==> src/rtl/lamp_pkg.sv <==
// Shared constants, state encoding and checksum helper for the LED frame ingest path.
// The default geometry is 30 LED boards of 32 channels at 12 bits per channel.
package lamp_pkg;

    localparam int c_ledboards   = 30;
    localparam int c_bpc         = 12;
    localparam int c_channels    = c_ledboards * 32;
    localparam int c_addr_w      = $clog2(c_channels);
    localparam int c_frame_bytes = c_channels * 3 / 2;

    typedef enum logic [1:0] {
        ST_SYNC = 2'd0,
        ST_IDLE = 2'd1,
        ST_RECV = 2'd2
    } state_t;

    function automatic logic [7:0] xor_fold(input logic [7:0] acc, input logic [7:0] data);
        return acc ^ data;
    endfunction

endpackage

==> src/rtl/frame_loader_spi_rx_sync.sv <==
// Two-flop synchronisers for the SPI pins, plus a third stage on sck/csn for edge detection.
// Reset levels are the idle bus: sck=0, mosi=0, csn=1.
module spi_rx_sync (
    input  logic clk,
    input  logic rst_n,
    input  logic sck,
    input  logic mosi,
    input  logic csn,
    output logic sck_rise,
    output logic csn_fall,
    output logic csn_rise,
    output logic mosi_s,
    output logic csn_s
);

    logic [2:0] sck_r;
    logic [1:0] mosi_r;
    logic [2:0] csn_r;

    // Shift each pin through its synchroniser chain
    always_ff @(posedge clk or negedge rst_n) begin
        if (!rst_n) begin
            sck_r  <= 3'b000;
            mosi_r <= 2'b00;
            csn_r  <= 3'b111;
        end else begin
            sck_r  <= {sck_r[1:0], sck};
            mosi_r <= {mosi_r[0], mosi};
            csn_r  <= {csn_r[1:0], csn};
        end
    end

    assign sck_rise = sck_r[1] & ~sck_r[2];
    assign csn_fall = ~csn_r[1] & csn_r[2];
    assign csn_rise = csn_r[1] & ~csn_r[2];
    assign mosi_s   = mosi_r[1];
    assign csn_s    = csn_r[1];

endmodule

==> src/rtl/frame_loader.sv <==
// SPI-slave frame ingest: unpacks 3 bytes into 2 x 12-bit channels and drives the framebuffer write port.
// Build option FRAME_LOADER_CHECKSUM_EN adds a trailing XOR byte that must match for a frame to be accepted.
module frame_loader #(
    parameter  int c_ledboards = lamp_pkg::c_ledboards,
    parameter  int c_bpc       = lamp_pkg::c_bpc,
    localparam int c_channels  = c_ledboards * 32,
    localparam int c_addr_w    = $clog2(c_channels)
) (
    input  logic                i_clk,
    input  logic                i_rst_n,
    input  logic                i_sck,
    input  logic                i_mosi,
    input  logic                i_csn,
    output logic                o_wen,
    output logic [c_addr_w-1:0] o_waddr,
    output logic [c_bpc-1:0]    o_wdata,
    output logic                o_frame_done,
    output logic                o_frame_err
);

    import lamp_pkg::*;

    localparam int c_frame_bytes = c_channels * 3 / 2;
`ifdef FRAME_LOADER_CHECKSUM_EN
    localparam int c_total_bytes = c_frame_bytes + 1;
`else
    localparam int c_total_bytes = c_frame_bytes;
`endif
    localparam int                   c_cnt_w     = $clog2(c_total_bytes + 1) + 1;
    localparam logic [c_cnt_w-1:0]   c_cnt_max   = {c_cnt_w{1'b1}};
    localparam logic [c_cnt_w-1:0]   c_total_cnt = c_cnt_w'(c_total_bytes);
    localparam logic [c_addr_w-1:0]  c_last_addr = c_addr_w'(c_channels - 1);

    generate
        if (c_bpc != 12) begin : g_bpc_check
            $error("frame_loader: only c_bpc == 12 is supported");
        end
    endgenerate

    logic               sck_rise_s, csn_fall_s, csn_rise_s, mosi_s, csn_s;
    state_t             state_r, state_nx_s;
    logic [1:0]         settle_r;
    logic [6:0]         shift_r;
    logic [2:0]         bit_cnt_r, bit_cnt_nx_s;
    logic [c_cnt_w-1:0] byte_cnt_r, byte_cnt_nx_s;
    logic [1:0]         phase_r;
    logic [7:0]         b0_r;
    logic [3:0]         b1lo_r;
    logic [c_addr_w-1:0] addr_r;
    logic               full_r;
    logic [7:0]         byte_s;
    logic               byte_done_s, wr_req_s, sum_ok_s, frame_ok_s;
    logic [c_bpc-1:0]   wr_data_s;
    logic               wen_r, done_r, err_r;
    logic [c_addr_w-1:0] waddr_r;
    logic [c_bpc-1:0]   wdata_r;

    spi_rx_sync u_sync (
        .clk      (i_clk),
        .rst_n    (i_rst_n),
        .sck      (i_sck),
        .mosi     (i_mosi),
        .csn      (i_csn),
        .sck_rise (sck_rise_s),
        .csn_fall (csn_fall_s),
        .csn_rise (csn_rise_s),
        .mosi_s   (mosi_s),
        .csn_s    (csn_s)
    );

    // settle_r lets the synchronisers flush their reset value before csn is trusted,
    // so a frame still in progress across reset is not mistaken for an idle bus.
    always_ff @(posedge i_clk or negedge i_rst_n) begin
        if (!i_rst_n) begin
            state_r  <= ST_SYNC;
            settle_r <= 2'd0;
        end else begin
            state_r  <= state_nx_s;
            settle_r <= (settle_r == 2'd3) ? settle_r : settle_r + 2'd1;
        end
    end

    // Next-state logic
    always_comb begin
        state_nx_s = state_r;
        case (state_r)
            ST_SYNC: begin
                if (settle_r == 2'd3 && csn_s) state_nx_s = ST_IDLE;
                else                           state_nx_s = ST_SYNC;
            end
            ST_IDLE: begin
                if (csn_fall_s) state_nx_s = ST_RECV;
                else            state_nx_s = ST_IDLE;
            end
            ST_RECV: begin
                if (csn_rise_s) state_nx_s = ST_IDLE;
                else            state_nx_s = ST_RECV;
            end
            default: state_nx_s = ST_SYNC;
        endcase
    end

    // Decode this cycle's sck edge into bit, byte and channel-write events
    always_comb begin
        byte_s        = {shift_r, mosi_s};
        byte_done_s   = 1'b0;
        bit_cnt_nx_s  = bit_cnt_r;
        byte_cnt_nx_s = byte_cnt_r;
        wr_req_s      = 1'b0;
        wr_data_s     = 12'h000;
        if (state_r == ST_RECV && sck_rise_s) begin
            bit_cnt_nx_s = bit_cnt_r + 3'd1;
            if (bit_cnt_r == 3'd7) begin
                byte_done_s = 1'b1;
                if (byte_cnt_r == c_cnt_max) byte_cnt_nx_s = byte_cnt_r;
                else                         byte_cnt_nx_s = byte_cnt_r + c_cnt_w'(1);
                case (phase_r)
                    2'd1: begin
                        wr_req_s  = 1'b1;
                        wr_data_s = {b0_r, byte_s[7:4]};
                    end
                    2'd2: begin
                        wr_req_s  = 1'b1;
                        wr_data_s = {b1lo_r, byte_s};
                    end
                    default: begin
                        wr_req_s  = 1'b0;
                        wr_data_s = 12'h000;
                    end
                endcase
            end else begin
                byte_done_s = 1'b0;
            end
        end else begin
            bit_cnt_nx_s = bit_cnt_r;
        end
    end

`ifdef FRAME_LOADER_CHECKSUM_EN
    logic [7:0] sum_r, sum_nx_s;

    assign sum_nx_s = byte_done_s ? xor_fold(sum_r, byte_s) : sum_r;
    assign sum_ok_s = (sum_nx_s == 8'h00);

    // Running XOR over every byte including the trailer; a good frame folds to zero
    always_ff @(posedge i_clk or negedge i_rst_n) begin
        if (!i_rst_n) begin
            sum_r <= 8'h00;
        end else if (state_r == ST_IDLE && csn_fall_s) begin
            sum_r <= 8'h00;
        end else if (state_r == ST_RECV) begin
            sum_r <= sum_nx_s;
        end
    end
`else
    assign sum_ok_s = 1'b1;
`endif

    // Verdict uses the next-counter values so a byte finishing with the csn rise still counts
    assign frame_ok_s = (byte_cnt_nx_s == c_total_cnt) && (bit_cnt_nx_s == 3'd0) && sum_ok_s;

    // Frame counters, unpacking registers and registered write/status outputs
    always_ff @(posedge i_clk or negedge i_rst_n) begin
        if (!i_rst_n) begin
            shift_r    <= 7'd0;
            bit_cnt_r  <= 3'd0;
            byte_cnt_r <= {c_cnt_w{1'b0}};
            phase_r    <= 2'd0;
            b0_r       <= 8'h00;
            b1lo_r     <= 4'h0;
            addr_r     <= {c_addr_w{1'b0}};
            full_r     <= 1'b0;
            wen_r      <= 1'b0;
            waddr_r    <= {c_addr_w{1'b0}};
            wdata_r    <= 12'h000;
            done_r     <= 1'b0;
            err_r      <= 1'b0;
        end else begin
            wen_r  <= 1'b0;
            done_r <= 1'b0;
            err_r  <= 1'b0;
            if (state_r == ST_IDLE && csn_fall_s) begin
                shift_r    <= 7'd0;
                bit_cnt_r  <= 3'd0;
                byte_cnt_r <= {c_cnt_w{1'b0}};
                phase_r    <= 2'd0;
                addr_r     <= {c_addr_w{1'b0}};
                full_r     <= 1'b0;
            end else if (state_r == ST_RECV) begin
                bit_cnt_r  <= bit_cnt_nx_s;
                byte_cnt_r <= byte_cnt_nx_s;
                if (sck_rise_s) shift_r <= byte_s[6:0];
                if (byte_done_s) begin
                    case (phase_r)
                        2'd0:    begin b0_r <= byte_s;        phase_r <= 2'd1; end
                        2'd1:    begin b1lo_r <= byte_s[3:0]; phase_r <= 2'd2; end
                        default: phase_r <= 2'd0;
                    endcase
                end
                if (wr_req_s && !full_r) begin
                    wen_r   <= 1'b1;
                    waddr_r <= addr_r;
                    wdata_r <= wr_data_s;
                    if (addr_r == c_last_addr) full_r <= 1'b1;
                    else                       addr_r <= addr_r + c_addr_w'(1);
                end
                if (csn_rise_s) begin
                    done_r <= frame_ok_s;
                    err_r  <= ~frame_ok_s;
                end
            end
        end
    end

    assign o_wen        = wen_r;
    assign o_waddr      = waddr_r;
    assign o_wdata      = wdata_r;
    assign o_frame_done = done_r;
    assign o_frame_err  = err_r;

endmodule
==> config.mk <==
export PLATFORM = sky130hd
export DESIGN_NAME = frame_loader
export DESIGN_NICKNAME = d
export VERILOG_FILES = /design/src/rtl/lamp_pkg.sv /design/src/rtl/frame_loader_spi_rx_sync.sv /design/src/rtl/frame_loader.sv
export SDC_FILE = /design/constraint.sdc
export NUM_CORES = 1
export LEC_CHECK = 0
export CAP_MARGIN = 20
export CORE_MARGIN = 1
export CORE_UTILIZATION = 25
export CTS_CLUSTER_SIZE = 20
export DETAILED_ROUTE_END_ITERATION = 10
export PLACE_DENSITY_LB_ADDON = 0.05
export RECOVER_POWER = 50
export REMOVE_ABC_BUFFERS = 1
export SKIP_CTS_REPAIR_TIMING = 1
export SLEW_MARGIN = 25
export SYNTH_ARGS = -nofsm -noshare
export SYNTH_HDL_FRONTEND = slang
export SYNTH_SLANG_ARGS = --single-unit
==> constraint.sdc <==
create_clock -name i_clk -period 2.5 [get_ports i_clk]
set_clock_uncertainty 0.1 [all_clocks]
set_input_delay 0.5 -clock i_clk [delete_from_list [all_inputs] [get_ports i_clk]]
set_output_delay 0.5 -clock i_clk [all_outputs]
set_load 0.05 [all_outputs]
==> results.toml <==
[clock_network]
clkLatencyLatePin_ns = 0.35
cts_tree = "done"
clock_sinks = 84
clkTransAtPathRegs_ns = 0.07
root_buffer = "clkbuf_16"
numCtsBuffers = 9
clock_path_buffers = 2
htreeDepth = 3

[worst_setup_path]
crit_required_ns = 2.68
cp_data_arrival_time_ns = 2.56
path_max_fanout = 3
crit_path_start = "byte_cnt_r[0]"
worstSetupEndpointType = "flop"
reg2reg_from = "byte_cnt_r[0]"
r2r_setup_slack_ns = 0.12
cp-start-kind = "flop"
path_class = "flop to flop"

[sta]
hold_viol_final = 0
maxClockFrequency_ghz = 0.419
period_needed_ns = 2.38
max-slew-margin-rel_pct = -28.3
tns_ns = 0
maxSlewViolCount = 85
finalSetupViolations = 0
post-route-period-util_pct = 95.4
tightest_slew_ns = 1.92
fin_hold_ws_ns = 0.259

[placement]
dp_hpwl_mm = 5.68
portBuffers = 29
gpl.final_weighted_congestion = 0.799

[hold_path]
min_path_type = "flop to flop"
min_from = "u_sync.sck_r[0]"

[run]
max_cap_violations = 1

[grt]
grt_max_degree = 85
antenna_found_initial = 0
grt.total_usage_pct = 12.4
grt-ovfl-total = 0
grt_pass1_vias = 2768
grt_util_met2_pct = 19.7
met1_usage_pct = 15.3
grt-busiest-layer = "met2"
grt_pass1_wl_mm = 14.1
grt_util_met3_pct = 4.12

[synthesis]
yosys_warnings = 0
synthFlopType = "dfrtp_1"
ys_seq_area_share_pct = 56.9
syn-cell-area_um2 = 3700
synth_top_area_share_pct = 54.8
yosysMostFrequentCell = "dfrtp_1"
synth_edf_count = 0
synth_cells = 339
yosysTopAreaCell = "dfrtp_1"
synth_top_cells_by_count = "dfrtp_1 (81), nand2_1 (59), o21ai_0 (21)"
async_flop_share_pct = 100
synth-seq-cells = 84
synth_area_per_cell_um2 = 10.9
yosys-top-cells-area = "dfrtp_1 (55%), nand2_1 (6.0%), mux2_2 (4.6%)"
synth_cell_types = 47

[floorplan]
die_area_um2 = 15300
coreArea_um2 = 14500
num_io_pins = 30
core.rowCount = 44
die_w_um = 124
initial_core_util_pct = 25.6
die_y_um = 124

[layout]
drive_gt1_share_pct = 21.0
syn_to_final_growth_pct = 31.2
nets = 413
fill_cells = 1464
diodes = 0
utilization_pct = 33.5

[route]
drt_pass1_iterations = 5
drtAntennaViolNets = 0
wire_per_inst_um = 14.4
drcViolationCount = 0
drt_iter0_drc = 159
viasPerCell = 4.62
totalWireLength_mm = 8.50
vias = 2723

[power]
ir_worst_vdd_mv = 0.353
p_leak_uw = 0.00217
power.total_uw = 3160
powerDensity_nw_per_um2 = 651

[run_status]
status = "finished with violations"
violations = "max-capacitance violations, max-slew violations"
[report_power, final]
part | switching, µW | leakage [µW] | internal, µW
clock network | 615 | 0.000173 | 994
logic | 90.6 | 0.000856 | 61.9
registers | 19.0 | 0.00114 | 1380
total | 724 | 0.00217 | 2440
[routing by layer]
layer	share of wire, %	vias up
li1	-	1327
met2	48	49
met5	0	-
met4	2.0	0
met3	4.0	16
met1	46	1331
[worst max-delay path: stages (launching register included)]
cell and delay (ns):
dfrtp_1 0.35, ha_1 0.16, inv_1 0.06, or4_4 0.54, and2_4 0.18, or3_4 0.33
a2111oi_4 0.39, nor2b_2 0.21
[sequential cells by signal, summed over array words and instances (netlist names)]
name / cells
u_sync.sck_r: 3
u_sync.csn_r: 3
addr_r: 10
o_frame_done: 1
bit_cnt_r: 3
o_wen: 1
u_sync.mosi_r: 2
phase_r: 2
o_wdata: 12
settle_r: 2
b1lo_r: 4
full_r: 1
b0_r: 8
shift_r: 7
o_waddr: 10
o_frame_err: 1
state_r: 2
byte_cnt_r: 12
[logic make-up after synthesis]
kind of cell,after synthesis,synth area share [%]
AO/OA/AOI/OAI,64,12.0
XOR/XNOR,11,2.60
adder cells (fa/ha/maj),8,2.71
buffers and inverters,23,2.43
flip-flops,84,56.9
multiplexers,20,5.92
AND/OR/NAND/NOR,129,17.4
[final cells by class]
class	count	area [µm²]	share of cell area [%]
Sequential cell	84	2110	43.4
Clock buffer	9	225	4.64
Multi-Input combinational cell	232	1570	32.4
Inverter	7	26.3	0.541
Tap cell	184	230	4.74
Timing Repair Buffer	66	563	11.6
Clock inverter	7	133	2.73
[layout by cell type (no fill, tap or decap), drive strengths merged, types with 8 or more instances in the layout]
cell type,instances
a22o,10
nor2,18
clkbuf,10
a22oi,13
nand3,11
ha,8
mux2,15
dfrtp,81
clkdlybuf4s50,25
o21ai,21
inv,9
buf,37
nand2,59
[worst paths after layout]
kind                                        end  cells after the start
max in group asynchronous         byte_cnt_r[1]                      2
worst min-delay path            u_sync.sck_r[1]                      0
worst max register to register     o_frame_done                      7
min in group asynchronous            o_waddr[8]                      2
worst min register to register  u_sync.sck_r[1]                      0
worst max-delay path               o_frame_done                      7
[metrics by stage]
stage               worst slack (ns)  instance area [µm²]  cells
finish                         0.116                 4850    589
global route                -0.00128                 4850    589
CTS                          -0.0316                 4770    584
detailed placement         -0.000365                 4410    568
global placement            -0.00649                 4410    568
floorplan                      -1.46                 3640    323
(Power assumes the default switching activity.)
